**config.mk**
```make
export PLATFORM = sky130hd
export DESIGN_NAME = mult
export DESIGN_NICKNAME = d
export VERILOG_FILES = /design/src/rtl/mult.sv
export SDC_FILE = /design/constraint.sdc
export NUM_CORES = 1
export LEC_CHECK = 0
export ABC_AREA = 1
export CORE_MARGIN = 2
export CORE_UTILIZATION = 50
export DETAILED_ROUTE_END_ITERATION = 7
export GPL_TIMING_DRIVEN = 0
export MAX_ROUTING_LAYER = met4
export PLACE_DENSITY = 0.79
export SLEW_MARGIN = 30
export SYNTH_ARGS = -nofsm -noshare
export SYNTH_HDL_FRONTEND = slang
export SYNTH_SLANG_ARGS = --single-unit
```
**constraint.sdc**
```tcl
create_clock -name clk -period 2.3 [get_ports clk]
set_clock_uncertainty 0.1 [all_clocks]
set_input_delay 0.23 -clock clk [delete_from_list [all_inputs] [get_ports clk]]
set_output_delay 0.23 -clock clk [all_outputs]
set_load 0.05 [all_outputs]
```
**src/rtl/mult.sv**
```systemverilog
// ----------------------------------------------------------------------------
// mult -- sequential 32x32 multiplier for the MULT/MULTU path.
//
// Radix-2 shift-add datapath over operand magnitudes, followed by a single
// two's-complement sign correction step. The result is written to hi/lo only
// at the SIGN step, so the outputs never show partial sums.
//
// Ports:
//   clk       in   1   rising-edge clock
//   multrst   in   1   synchronous, active-high reset (wins over start)
//   start     in   1   request, accepted in IDLE or DONE
//   signmult  in   1   1 = signed (MULT), 0 = unsigned (MULTU)
//   a         in  32   multiplicand, sampled with start
//   b         in  32   multiplier, sampled with start
//   hi        out 32   product bits [63:32]
//   lo        out 32   product bits [31:0]
//   busy      out  1   operation in progress (RUN/SIGN)
//   done      out  1   result valid and held
//
// Configuration:
//   MULT_EARLY_TERM_EN  when defined, RUN ends as soon as the remaining
//                       multiplier bits are all zero (minimum one RUN cycle).
//                       Undefined: always 32 RUN cycles, 33-cycle latency.
// ----------------------------------------------------------------------------
module mult (
  input  logic        clk,
  input  logic        multrst,
  input  logic        start,
  input  logic        signmult,
  input  logic [31:0] a,
  input  logic [31:0] b,
  output logic [31:0] hi,
  output logic [31:0] lo,
  output logic        busy,
  output logic        done
);

  typedef enum logic [1:0] {
    IDLE = 2'd0,
    RUN  = 2'd1,
    SIGN = 2'd2,
    DONE = 2'd3
  } state_t;

  state_t      state;
  logic [63:0] mcand;   // multiplicand, shifted left each RUN cycle
  logic [31:0] mplier;  // multiplier, shifted right each RUN cycle
  logic [63:0] acc;     // unsigned product of the magnitudes
  logic [4:0]  count;   // RUN cycles completed
  logic        neg;     // final product must be negated

  logic [31:0] abs_a;
  logic [31:0] abs_b;
  logic [63:0] acc_next;
  logic [31:0] mplier_shift;
  logic        last_run;

  // Magnitudes wrap for 0x80000000, which is exactly the unsigned value
  // 2^31 we want to multiply.
  assign abs_a        = (signmult && a[31]) ? (32'd0 - a) : a;
  assign abs_b        = (signmult && b[31]) ? (32'd0 - b) : b;
  assign acc_next     = mplier[0] ? (acc + mcand) : acc;
  assign mplier_shift = mplier >> 1;

`ifdef MULT_EARLY_TERM_EN
  // No set bits left means every further add would be zero.
  assign last_run = (mplier_shift == 32'd0) || (count == 5'd31);
`else
  assign last_run = (count == 5'd31);
`endif

  // NOTE: all state here is sequential and uses non-blocking assignments so
  // every register sees the pre-edge value of every other register.
  always_ff @(posedge clk) begin
    if (multrst) begin
      state  <= IDLE;
      mcand  <= '0;
      mplier <= '0;
      acc    <= '0;
      count  <= '0;
      neg    <= 1'b0;
      hi     <= '0;
      lo     <= '0;
      busy   <= 1'b0;
      done   <= 1'b0;
    end else begin
      case (state)
        IDLE, DONE: begin
          if (start) begin
            mcand  <= {32'd0, abs_a};
            mplier <= abs_b;
            neg    <= signmult & (a[31] ^ b[31]);
            acc    <= '0;
            count  <= '0;
            state  <= RUN;
            busy   <= 1'b1;
            done   <= 1'b0;
          end
        end

        RUN: begin
          acc    <= acc_next;
          mcand  <= mcand << 1;
          mplier <= mplier_shift;
          count  <= count + 5'd1;
          if (last_run) begin
            state <= SIGN;
          end
        end

        SIGN: begin
          // Negating zero yields zero, so a zero operand needs no special case.
          {hi, lo} <= neg ? (64'd0 - acc) : acc;
          state    <= DONE;
          busy     <= 1'b0;
          done     <= 1'b1;
        end

        default: begin
          state <= IDLE;
          busy  <= 1'b0;
          done  <= 1'b0;
        end
      endcase
    end
  end

endmodule

```
==> flow_summary_export.csv, run 1 <==
group,metric,value,unit
status,run_status,"finished clean",
clock_network,cts_buffers,27,
synth,synth_top_family_by_area,"simple AND/OR/NAND/NOR gates",
synth,netlist_top_cells_area,"dfxtp_1 (26%), nand2_1 (21%), inv_1 (11%), a21oi_1 (8.8%), nor2_1 (6.2%)",
worst_setup_path,worstSetupPathType,"flop to flop",
synth,synth-adder-area-share,4.97,%
synth,synthMuxAreaShare,0,%
timing,max_freq,440,MHz
timing,layout_worst_path_cycle_share,98.7,%
routing,drt_iter0_drc,2335,
global_route,grt_pass1_vias,19359,
worst_setup_path,endpoint_kind,"flop",
clock_network,postCtsHoldBufs,0,
floorplanning,dieArea,38100,sq um
timing,relSlewSlack,48.7,%
synth,ys_types,50,
routing,drc_errors,0,
clock_network,cts_tree,"yes",
synth,synth_flop_cell,"dfxtp_1",
timing,worst_pin_slew,0.770,ns
global_route,grt_max_degree,15,
routing,antenna_left,0,
placement,post-place-cells,3809,
power,sw_frac_of_total,47.1,%
clock_network,cts.reportedPaths.clkPinSlew,0.06,ns
synth,ys_ff_latch,234,
worst_setup_path,crit_fanout,7,
layout,drive_gt1_share,13.4,%
floorplanning,ios,134,
timing,setup_violations,0,
clock_network,root_buffer,"clkbuf_16",
routing,first_pass_iters,6,
floorplanning,core_area,36300,sq um
routing,detail_route.wl_per_cell,17.7,microns
global_route,antenna_found_initial,0,
power,power_frac_comb,50.6,%
floorplanning,start_util,50.3,%
global_route,grt_overflow,0,
clock_network,clock_sinks,234,
power,total_power,21800,uW
synth,synth_warnings,0,
layout,diodes,0,
synth,syn_nets,3348,
synth,synth_top_area_share,25.6,%
layout,fin_cells,3869,
placement,dpl_worst_slack,-0.617,ns
clock_network,cts_htree_levels,1,
power,ir_drop,0.755,mV
timing,drv_slew,0,
power,p_leak,0.0110,uW
synth,synthSimpleGateAreaFrac,38.0,%
power,p_sw,10300,uW
layout,fillers,3469,
synth,synthTopCellsByCount,"nand2_1 (1015), inv_1 (522), a21oi_1 (322)",
layout,syn2layout_area_growth,25.0,%
worst_setup_path,cp.arrival,2.66,ns
floorplanning,dieHeight,195,microns
placement,dp_hpwl,53900,microns
routing,finalWirelength,68500,microns
power,clockPowerShare,22.4,%
clock_network,ctsLongestPathBuffers,3,
timing,final.setup.worst_slack,0.0296,ns
worst_setup_path,max_stage_delay,0.49,ns
placement,io_buffers,133,
worst_setup_path,worst_setup_path_start_kind,"flop",
synth,synth.most_common_cell,"nand2_1",
layout,postLayoutCoreUtil,62.9,%
synth,synth-seq-area-share,25.6,%
power,seqPwrFrac,27.0,%
global_route,grt_pass1_wl,104000,microns
synth,postSynthAreaPerCell,5.70,sq um
synth,synth_compound_area_share,15.9,%
worst_setup_path,path_cells,"ha_2, a21oi_1, o21ai_0, nor2_1, nand2_1, a21oi_1, nand2_1, nand2_1, nand3_2, a21oi_1",
layout,fin_nets,3520,
timing,finalCriticalPeriod,2.27,ns
synth,yosysTopAreaCell,"dfxtp_1",
synth,synth-edff-count,0,
run,maxCapViolCount,0,
worst_setup_path,reg2reg_slack,0.03,ns
clock_network,clkLatencyLatePin,0.57,ns
routing,via_per_inst,5.51,
synth,synthCells,3208,
floorplanning,dieWidth,195,microns
timing,hold_viol,0,
synth,synth_xor_area_share,2.30,%
routing,vias,21311,
synth,async_flop_share,0,%
placement,gp_congestion,1.03,
synth,syn_area,18300,sq um
floorplanning,rows,70,
timing,rsz0062_at_grt,"true",
global_route,track_usage,35.6,%
worst_setup_path,cp_slowest_cell,"dfxtp_1",
power,p_int,11600,uW
worst_setup_path,crit_required,2.69,ns
power,powerDensity,956,nW/um^2
worst_hold_path,hold_class,"primary input to flop",
==> routing by layer <==
| layer | wire [microns] | vias up | GRT usage (%) |
|---|---|---|---|
| met1 | 30200 | 9659 | 49.3 |
| met2 | 28800 | 1002 | 52.6 |
| met3 | 6970 | 157 | 5.91 |
| li1 | - | 10493 | - |
| met4 | 2620 | 0 | 12.0 |
| met5 | 0 | - | - |
==> through the flow <==
step                      area (sq um)  hold WS [ns]  setup TNS (ns)
after floorplan                  18300         0.277               0
after global placement           20200         0.356          -28.17
after detailed placement         20200         0.361          -30.59
after global routing             22900         0.267          -0.437
after CTS                        21900         0.231        -0.00590
final                            22900         0.245               0
==> power by group through the flow <==
| stage | registers [uW] | logic, uW | clock network (uW) |
|---|---|---|---|
| after floorplan | 6990 | 5620 | 0 |
| after global placement | 5780 | 10100 | 0 |
| after detailed placement | 5800 | 10200 | 0 |
| after CTS | 5800 | 10500 | 4880 |
| after global routing | 5960 | 11900 | 5020 |
| final | 5890 | 11100 | 4900 |
==> cells by family after synthesis <==
group	Yosys count
flip-flops	234
adder cells (fa/ha/maj)	72
AND/OR/NAND/NOR	1670
buffers and inverters	629
XOR/XNOR	48
AO/OA/AOI/OAI	555
==> timing repair <==
action	in CTS	in global routing
hold endpoints to repair	0	0
gates resized for setup	143	267
pin swaps	3	13
setup buffers	3	7
setup endpoints to repair	96	173
==> area by class of cell <==
type,instances,area [sq um],area share (%)
flip-flops and latches,234,4830,21.1
well taps,468,586,2.56
repair buffers,143,1420,6.21
plain buffers,98,485,2.12
clock buffers,36,790,3.45
multi-input cells,2345,12500,54.8
clock inverters,14,219,0.958
inverters,531,2000,8.74
==> critical path, delay by kind of cell, from the launching register on <==
family                   cells  cell delay (ns)
AO/OA/AOI/OAI                4             0.72
flip-flops                   1             0.49
AND/OR/NAND/NOR              5             0.48
adder cells (fa/ha/maj)      1             0.42
==> final timing paths <==
| kind | from | endpoint | cells after the start |
|---|---|---|---|
| min | b[0] | mplier[0] | 3 |
| max reg2reg | acc[61] | acc[62] | 10 |
| max | acc[61] | acc[62] | 10 |
| min reg2reg | mcand[63] | mcand[63] | 2 |
==> registers in the layout, summed over array words and instances, names as in the netlist <==
signal	flops
state	2
lo	32
count	5
acc	64
mcand	64
mplier	32
neg	1
hi	32
busy	1
done	1
==> cell usage in the layout (no fill, tap or decap), types with 6 or more instances in the layout <==
cell type	synthesis	layout
nand2_1	1015	970
inv_1	522	517
a21oi_1	322	301
nor2_1	304	255
nand3_1	206	175
o21ai_0	170	169
dfxtp_1	234	162
clkdlybuf4s50_1	0	133
clkbuf_1	69	55
ha_4	0	52
nand2_2	8	51
dfxtp_2	0	49
nor2_2	9	47
xor2_1	41	41
nand4_1	37	37
nor3_1	43	35
nand3_2	2	28
clkbuf_16	0	27
dfxtp_4	0	23
a21oi_2	2	21
o211ai_1	17	17
nor2_4	5	16
buf_4	1	15
buf_2	20	14
or2_2	12	12
o21ai_1	11	12
inv_2	6	11
nor3_2	5	10
ha_2	0	10
ha_1	71	9
clkbuf_2	0	8
a31oi_1	8	8
o221ai_1	8	8
clkbuf_8	0	8
clkbuf_4	0	7
nand3b_1	7	7
xnor2_1	7	7
nand3_4	1	6
clkinv_2	0	6
Power figures use the tool's default switching activity.
==> run 2: changes to the inputs <==
--- a/config.mk
+++ b/config.mk
@@ -9,9 +9,10 @@
 export CORE_MARGIN = 2
 export CORE_UTILIZATION = 50
 export DETAILED_ROUTE_END_ITERATION = 7
+export DONT_BUFFER_PORTS = 1
 export GPL_TIMING_DRIVEN = 0
 export MAX_ROUTING_LAYER = met4
-export PLACE_DENSITY = 0.79
+export PLACE_DENSITY = 0.74
 export SLEW_MARGIN = 30
 export SYNTH_ARGS = -nofsm -noshare
 export SYNTH_HDL_FRONTEND = slang
==> run 2 against run 1 <==
Sequential power rose by 24%. Setup slack got worse by 0.022 ns. Clock power fell by 5.1%. Core utilization fell by 1.1 points. Die area did not move. First-iteration DRC count fell by 13%. Clock-buffer cell count did not move. Total power fell by 2.6%. Cell count fell by 1.2%. Cell area fell by 1.7%. Critical path depth rose by 2. Critical endpoint is now acc[51]. Largest power group unchanged.
==> flow_summary_export.csv, run 2 (same netlist as run 1, synthesis figures left out) <==
group,metric,value,unit
status,run_status,"finished clean",
timing,max_freq,436,MHz
clock_network,cts_buffers,29,
placement,io_buffers,0,
routing,via_per_inst,5.64,
power,ir_drop,0.583,mV
routing,finalWirelength,74500,microns
clock_network,cts_tree,"yes",
floorplanning,dieWidth,195,microns
clock_network,cts.reportedPaths.clkPinSlew,0.06,ns
worst_setup_path,worst_setup_path_start_kind,"flop",
global_route,grt_pass1_wl,112000,microns
run,maxCapViolCount,0,
worst_setup_path,path_cells,"ha_4, nand2_4, nor2_4, buf_4, nand3_1, nand3_4, nand2_1, nand2_2, nand2_1, nand3_1, nand3_2, a21oi_1",
routing,antenna_left,0,
floorplanning,ios,134,
timing,finalCriticalPeriod,2.29,ns
timing,drv_slew,0,
timing,layout_worst_path_cycle_share,99.7,%
worst_hold_path,min_from,"a[9]",
layout,top_regs,"acc x64, mcand x64",
worst_setup_path,startpoint,"acc[10]",
layout,postLayoutCoreUtil,61.8,%
floorplanning,start_util,50.3,%
routing,detail_route.wl_per_cell,19.5,microns
layout,syn2layout_area_growth,22.8,%
placement,dp_hpwl,58900,microns
worst_setup_path,crit_required,2.69,ns
global_route,grt_pass1_vias,19956,
timing,rsz0062_at_grt,"true",
routing,drc_errors,0,
global_route,grt_overflow,0,
layout,most-common-layout-cells,"nand2_1 (951), inv_1 (514), a21oi_1 (294), nor2_1 (255), nand3_1 (176)",
worst_setup_path,path_delay_family,"simple AND/OR/NAND/NOR gates",
power,powerDensity,947,nW/um^2
global_route,track_usage,39.2,%
worst_setup_path,regToRegStartpoint,"acc[10]",
layout,drive_gt1_share,15.0,%
worst_setup_path,worstSetupPathType,"flop to flop",
floorplanning,dieHeight,195,microns
layout,final_common_cell,"nand2_1",
floorplanning,core_area,36300,sq um
worst_setup_path,cp.buffers_inverters,1,
timing,tns,0,ns
clock_network,clock_sinks,234,
placement,gp_congestion,1.02,
power,p_leak,0.0110,uW
worst_setup_path,reg2reg_slack,0.008,ns
timing,setup_violations,0,
timing,final.setup.worst_slack,0.00792,ns
worst_setup_path,max_stage_delay,0.39,ns
floorplanning,dieArea,38100,sq um
worst_setup_path,cp_slowest_cell,"dfxtp_4",
timing,worst_pin_slew,1.14,ns
clock_network,root_buffer,"clkbuf_16",
timing,holdWs,0.0116,ns
timing,relSlewSlack,24.3,%
layout,fin_nets,3471,
routing,vias,21565,
worst_setup_path,endpoint_kind,"flop",
worst_setup_path,crit_fanout,7,
routing,first_pass_iters,6,
power,total_power,21300,uW
clock_network,ctsLongestPathBuffers,3,
global_route,grt_max_degree,15,
timing,hold_viol,0,
worst_setup_path,cp.arrival,2.69,ns
routing,drt_iter0_drc,2023,
clock_network,clkLatencyLatePin,0.59,ns
floorplanning,rows,70,
global_route,antenna_found_initial,0,
placement,dpl_worst_slack,-1.00,ns
clock_network,cts_htree_levels,1,
worst_hold_path,hold_class,"primary input to flop",
[run 2: stage by stage]
stage,std cells,area [sq um]
finish,3822,22500
global route,3821,22500
CTS,3808,21300
detailed placement,3676,18900
global placement,3676,18900
floorplan,3208,18300
[run 2: report_power, final]
| group | total (uW) | switching, uW | internal, uW |
|---|---|---|---|
| combinational | 9290 | 6340 | 2950 |
| sequential | 7330 | 2300 | 5030 |
| clock | 4650 | 2020 | 2630 |
[run 2: path summary, 6_finish.rpt]
check | endpoint | depth (start not counted)
worst min register to register | mplier[0] | 2
worst min-delay path | mcand[11] | 5
worst max-delay path | acc[51] | 12
worst max register to register | acc[51] | 12
[run 2: what timing repair did]
item | CTS | global route
pin swaps | 6 | 33
setup endpoints to repair | 176 | 192
gates resized for setup | 179 | 288
hold buffers | 75 | 0
buffers inserted | 4 | 14
endpoints found under the hold margin | 71 | 0
[run 2: cell type report]
cell class,count,area [sq um]
Clock buffer,36,812
Clock inverter,17,144
Buffer,97,505
Multi-Input combinational cell,2345,12700
Tap cell,468,586
Inverter,531,2000
Sequential cell,234,4840
Fill cell,3584,13900
Timing Repair Buffer,93,890
Antenna cell,1,2.50
[run 2: worst min-delay path: cells and delay by family]
family | cells | cell delay [ns]
AOI/OAI and AO/OA | 2 | 0.27
and+or+nand+nor | 3 | 0.16
[run 2: layer usage]
metal,vias up,GRT usage [%],routed length (microns)
met4,0,12.2,2600
met5,-,-,0
met3,165,6.72,8020
met2,1137,59.2,31700
met1,9853,53.4,32100
li1,10410,-,-
